<file path="config.mk">
export PLATFORM = sky130hd
export DESIGN_NAME = id_ex_stage_register
export DESIGN_NICKNAME = d
export VERILOG_FILES = /design/src/rtl/datapath_pkg.sv /design/src/rtl/load_use_detect.sv /design/src/rtl/id_ex_stage_register.sv
export SDC_FILE = /design/constraint.sdc
export NUM_CORES = 1
export LEC_CHECK = 0
export CORE_ASPECT_RATIO = 0.7
export CORE_MARGIN = 10
export CORE_UTILIZATION = 38
export DETAILED_ROUTE_END_ITERATION = 16
export GPL_ROUTABILITY_DRIVEN = 1
export PLACE_DENSITY = 0.81
export SYNTH_ARGS = -nofsm -noshare
export SYNTH_HDL_FRONTEND = slang
export SYNTH_SLANG_ARGS = --single-unit
</file>
<file path="constraint.sdc">
create_clock -name clk -period 6.9 [get_ports clk]
set_clock_uncertainty 0.15 [all_clocks]
set_input_delay 1.035 -clock clk [delete_from_list [all_inputs] [get_ports clk]]
set_output_delay 1.035 -clock clk [all_outputs]
set_load 0.1 [all_outputs]
</file>
<file path="src/rtl/datapath_pkg.sv">
// rtl/datapath_pkg.sv - shared datapath control-word layout, encodings and bubble constant
package datapath_pkg;

    localparam int CTRL_W = 20;

    // ALU operation encodings carried in the control word.
    typedef enum logic [3:0] {
        ALU_SLL     = 4'd0,
        ALU_SRL     = 4'd1,
        ALU_SRA     = 4'd2,
        ALU_ADD     = 4'd3,
        ALU_SUB     = 4'd4,
        ALU_AND     = 4'd5,
        ALU_OR      = 4'd6,
        ALU_XOR     = 4'd7,
        ALU_NOR     = 4'd8,
        ALU_SLT     = 4'd9,
        ALU_INVALID = 4'hF
    } alu_op_e;

    // Load width encodings.
    typedef enum logic [1:0] {
        MRW_WORD = 2'd0,
        MRW_HALF = 2'd1,
        MRW_BYTE = 2'd2
    } mem_read_width_e;

    // Decoder control word, MSB first. BranchType is two bits wide so the
    // word fills CTRL_W exactly; the width-specific fields hold the encodings above.
    typedef struct packed {
        logic       RegDst;        // [19]
        logic       Branch;        // [18]
        logic [1:0] BranchType;    // [17:16]
        logic       MemtoReg;      // [15]
        logic [3:0] MemWrite;      // [14:11] byte-lane write strobes
        logic       ALUSrc;        // [10]
        logic       ALUShiftImm;   // [9]
        logic       RegWrite;      // [8]
        logic       LoadImm;       // [7]
        logic       ZeroEx;        // [6]
        logic [1:0] memReadWidth;  // [5:4]
        logic [3:0] aluOperation;  // [3:0]
    } ctrl_t;

    // All-zero control word: no register write, no store, no branch.
    localparam ctrl_t BUBBLE = '0;

    // An instruction consumes its rt register when it is not an immediate
    // ALU op, or when it is a store (rt supplies the store data).
    function automatic logic reads_rt(input logic alu_src, input logic [3:0] mem_write);
        return (!alu_src) || (mem_write != 4'd0);
    endfunction

endpackage

</file>
<file path="src/rtl/load_use_detect.sv">
// rtl/load_use_detect.sv - combinational load-use hazard detection against the EX instruction
module load_use_detect
    import datapath_pkg::*;
#(
    parameter int REG_W = 5
) (
    input  logic             i_ex_memtoreg,
    input  logic             i_ex_regwrite,
    input  logic [REG_W-1:0] i_ex_rt,
    input  logic             i_id_alusrc,
    input  logic [3:0]       i_id_memwrite,
    input  logic [REG_W-1:0] i_id_rs,
    input  logic [REG_W-1:0] i_id_rt,
    output logic             o_hz
);

    logic w_ex_is_load;
    logic w_rs_match;
    logic w_rt_match;

    assign w_ex_is_load = i_ex_memtoreg & i_ex_regwrite & (i_ex_rt != '0);
    assign w_rs_match   = (i_ex_rt == i_id_rs);
    assign w_rt_match   = (i_ex_rt == i_id_rt) & reads_rt(i_id_alusrc, i_id_memwrite);

    // Hazard when the loaded register is consumed by the instruction in ID.
    always_comb begin
        o_hz = w_ex_is_load & (w_rs_match | w_rt_match);
    end

endmodule

</file>
<file path="src/rtl/id_ex_stage_register.sv">
// rtl/id_ex_stage_register.sv - ID/EX pipeline register with bubble insertion; HAZARD_DETECT_EN enables load-use stall
module id_ex_stage_register
    import datapath_pkg::*;
#(
    parameter int DATA_W = 32,
    parameter int REG_W  = 5
) (
    input  logic              clk,
    input  logic              reset,
    input  logic              enable,
    input  logic              flush,
    input  logic [CTRL_W-1:0] id_ctrl,
    input  logic [DATA_W-1:0] id_pc4,
    input  logic [DATA_W-1:0] id_rdata1,
    input  logic [DATA_W-1:0] id_rdata2,
    input  logic [15:0]       id_imm,
    input  logic [REG_W-1:0]  id_rs,
    input  logic [REG_W-1:0]  id_rt,
    input  logic [REG_W-1:0]  id_rd,
    input  logic [REG_W-1:0]  id_shamt,
    output logic [CTRL_W-1:0] ex_ctrl,
    output logic [DATA_W-1:0] ex_pc4,
    output logic [DATA_W-1:0] ex_rdata1,
    output logic [DATA_W-1:0] ex_rdata2,
    output logic [DATA_W-1:0] ex_imm_ext,
    output logic [REG_W-1:0]  ex_rs,
    output logic [REG_W-1:0]  ex_rt,
    output logic [REG_W-1:0]  ex_rd,
    output logic [REG_W-1:0]  ex_shamt,
    output logic              stall
);

    ctrl_t             r_ctrl;
    logic [DATA_W-1:0] r_pc4;
    logic [DATA_W-1:0] r_rdata1;
    logic [DATA_W-1:0] r_rdata2;
    logic [DATA_W-1:0] r_imm_ext;
    logic [REG_W-1:0]  r_rs;
    logic [REG_W-1:0]  r_rt;
    logic [REG_W-1:0]  r_rd;
    logic [REG_W-1:0]  r_shamt;

    ctrl_t             w_id_ctrl;
    logic [DATA_W-1:0] w_imm_ext;
    logic              w_hz;
    logic              w_bubble;

    assign w_id_ctrl = id_ctrl;

    // Extend before the register so EX sees a ready-to-use operand.
    assign w_imm_ext = w_id_ctrl.ZeroEx ? {{(DATA_W-16){1'b0}}, id_imm}
                                        : {{(DATA_W-16){id_imm[15]}}, id_imm};

`ifdef HAZARD_DETECT_EN
    load_use_detect #(
        .REG_W(REG_W)
    ) u_load_use_detect (
        .i_ex_memtoreg (r_ctrl.MemtoReg),
        .i_ex_regwrite (r_ctrl.RegWrite),
        .i_ex_rt       (r_rt),
        .i_id_alusrc   (w_id_ctrl.ALUSrc),
        .i_id_memwrite (w_id_ctrl.MemWrite),
        .i_id_rs       (id_rs),
        .i_id_rt       (id_rt),
        .o_hz          (w_hz)
    );
`else
    // Software schedules a NOP after every load, so no interlock is needed.
    assign w_hz = 1'b0;
`endif

    // A flush overrides the hazard: a wrong-path instruction must not hold fetch.
    assign w_bubble = flush | w_hz;
    assign stall    = w_hz & ~flush;

    // Pipeline register: reset and bubble both clear, enable=0 freezes everything.
    always_ff @(posedge clk or posedge reset) begin
        if (reset) begin
            r_ctrl    <= BUBBLE;
            r_pc4     <= '0;
            r_rdata1  <= '0;
            r_rdata2  <= '0;
            r_imm_ext <= '0;
            r_rs      <= '0;
            r_rt      <= '0;
            r_rd      <= '0;
            r_shamt   <= '0;
        end else if (enable) begin
            if (w_bubble) begin
                r_ctrl    <= BUBBLE;
                r_pc4     <= '0;
                r_rdata1  <= '0;
                r_rdata2  <= '0;
                r_imm_ext <= '0;
                r_rs      <= '0;
                r_rt      <= '0;
                r_rd      <= '0;
                r_shamt   <= '0;
            end else begin
                r_ctrl    <= w_id_ctrl;
                r_pc4     <= id_pc4;
                r_rdata1  <= id_rdata1;
                r_rdata2  <= id_rdata2;
                r_imm_ext <= w_imm_ext;
                r_rs      <= id_rs;
                r_rt      <= id_rt;
                r_rd      <= id_rd;
                r_shamt   <= id_shamt;
            end
        end
    end

    assign ex_ctrl    = r_ctrl;
    assign ex_pc4     = r_pc4;
    assign ex_rdata1  = r_rdata1;
    assign ex_rdata2  = r_rdata2;
    assign ex_imm_ext = r_imm_ext;
    assign ex_rs      = r_rs;
    assign ex_rt      = r_rt;
    assign ex_rd      = r_rd;
    assign ex_shamt   = r_shamt;

endmodule

</file>
==> reports/qor.yml <==
nNetsFinal: 815
setup_viol: 0
initial_utilization: 0.394
multi_input_area_um2: 1370
fmax_ghz: 0.272
remaining_drc_errors: 0
cp-start-kind: "primary input"
p_per_area_nw_per_um2: 307
synth_top_area_frac: 0.690
rsz0062_at_grt: "false"
grt_overflow: 0
slew_headroom: 0.262
register_area_um2: 3830
rows: 36
grt.total_usage: 0.183
hp-start: "ex_ctrl[3]"
synth.avg_cell_area_um2: 15.3
drtPass1Iterations: 6
synth-seq-cells: 153
critPathMaxFanout: 102
gp_congestion: 0.801
status: "finished clean"
sw_frac_of_total: 0.385
hold-worst-slack_ns: 0.340
seq_power_share: 0.354
cts_buffers: 17
ant_nets: 0
maxCapViolCount: 0
drt-initial-drc-count: 353
end_kind: "flop"
path_clk_slew_ns: 0.06
synth_top_cell_by_area: "dfrtp_1"
dieArea_um2: 19900
synth_fp_nets: 519
htreeDepth: 4
port_buffers: 323
syn_inst: 363
worst_ir_drop_vdd_mv: 0.149
antenna_cells: 0
die_h_um: 121
period_minus_slack_ns: 3.68
ys_types: 16
r2r_slack_ns: 5.88
fillers: 1014
insertion_delay_ns: 0.41
clk_root_buffer_cell: "clkbuf_16"
antenna_found_initial: 0
grt_max_degree: 103
stdcell_area_um2: 9290
min_period_over_period: 0.533
r2r_end: "ex_imm_ext[30]"
critical_path_arrival_ns: 3.87
power.switching_uw: 1100
hold_viol: 0
critPathKind: "in2reg"
cts_sinks: 153
syn_to_final_growth_pct: 67.5
intPower_uw: 1750
hold_path_end: "ex_ctrl[3]"
cts_tree: "done"
yosysWarnings: 0
vias: 4303
drive_gt1_frac: 0.0536
holdBufCountCts: 0
hp-class: "reg2reg"
die_x_um: 164
fin_total_pwr_uw: 2850
r2r-start: "ex_imm_ext[30]"
whs_path_depth: 1
p_clk_frac: 0.320
ios: 325
routed_wl_um: 19100
cellLeakagePower_uw: 0.00410
yosysSeqAreaShare: 0.690
placed_area_um2: 8710
grt_pass1_vias: 4665
coreArea_um2: 14100
pwr-share-comb: 0.326
fin_util: 0.659
wl_per_cell_um: 22.1
required_ns: 7.09
fin_tns_setup_ns: 0
dp_hpwl_um: 14000
vias_per_cell: 4.99
tightest_slew_ns: 1.11
final_max_slew_viol_count: 0
synth_area_leaders: "dfrtp_1 (69%), a22o_1 (24%), buf_6 (2.2%)"
synth_area_um2: 5550
cts_buffer_depth: 2
grt_pass1_wl_um: 28200
reg2reg_depth: 1
postCtsSetupRepairBufs: 0
cts_resized: 0
## sequential cells by signal, summed over array words and instances (netlist names)
name and flops:
ex_ctrl 20, ex_rdata1 32, ex_shamt 5, ex_rs 5, ex_imm_ext 17, ex_rd 5, ex_pc4 32, ex_rdata2 32
ex_rt 5
## layout make-up
type	instances	share of cell area
tap	190	0.0256
clock buffer	19	0.0466
sequential	153	0.412
timing repair buffer	326	0.350
multi-input combinational	158	0.148
inverter	3	0.00202
clock inverter	13	0.0156
## per-stage QoR
stage | worst slack (ns) | std cells
6_report | 3.22 | 862
5_1_grt | 3.02 | 862
4_1_cts | 3.27 | 862
3_5_place_dp | 2.82 | 830
3_3_place_gp | 2.98 | 830
2_1_floorplan | 1.59 | 363
## logic make-up after synthesis
group                  Yosys count  share of synthesized area
AOI/OAI and AO/OA              153                      0.241
DFF                            153                      0.690
other                            1                   0.000676
buffers and inverters           52                     0.0636
and+or+nand+nor                  4                    0.00496
## cells in the mapped netlist (all sizes together)
cell,instances
nor4bb,1
a22o,150
buf,39
nand2,1
clkbuf,10
a21o,1
o2bb2ai,1
conb,1
nand3b,1
o21ai,1
dfrtp,153
inv,3
nor2b,1
## how the worst max path moves through the flow
| stage | startpoint | end | depth (start not counted) |
|---|---|---|---|
| 6_report | enable | ex_pc4[13] | 4 |
| 5_1_grt | enable | ex_rdata2[6] | 4 |
| 4_1_cts | enable | ex_pc4[13] | 4 |
| 3_5_place_dp | enable | ex_imm_ext[11] | 4 |
| 3_3_place_gp | enable | ex_pc4[30] | 4 |
| 2_1_floorplan | reset | ex_ctrl[0] | 1 |
## power groups by stage
stage / sequential, uW / clock [uW] / combinational (uW)
5_1_grt: 1020 / 971 / 956
2_1_floorplan: 1530 / 0 / 153
6_report: 1010 / 911 / 930
4_1_cts: 1010 / 936 / 938
3_5_place_dp: 1020 / 0 / 936
3_3_place_gp: 1020 / 0 / 928
## per-layer routing
layer	global-route usage	up-vias	share of wire
met3	0.0759	14	0.099
li1	-	1963	-
met1	0.208	2133	0.40
met5	0	-	0
met4	0.0618	0	0.012
met2	0.307	193	0.49
## critical path, cell delays in order
cell and delay [ns]:
clkdlybuf4s50_1 0.61, nor2b_4 0.94, buf_4 0.95, a22o_1 0.26
## cells in the final DEF, fill, tap and decap left out, types with 2 or more instances in the layout
cell type,synthesis,final
inv_6,0,5
dfrtp_1,153,153
clkdlybuf4s50_1,0,323
clkbuf_1,10,2
clkbuf_16,0,17
clkinv_2,0,2
clkinv_4,0,2
clkinvlp_4,0,3
buf_4,16,3
a22o_1,150,150
bufinv_16,0,2
Power figures use the tool's default switching activity.
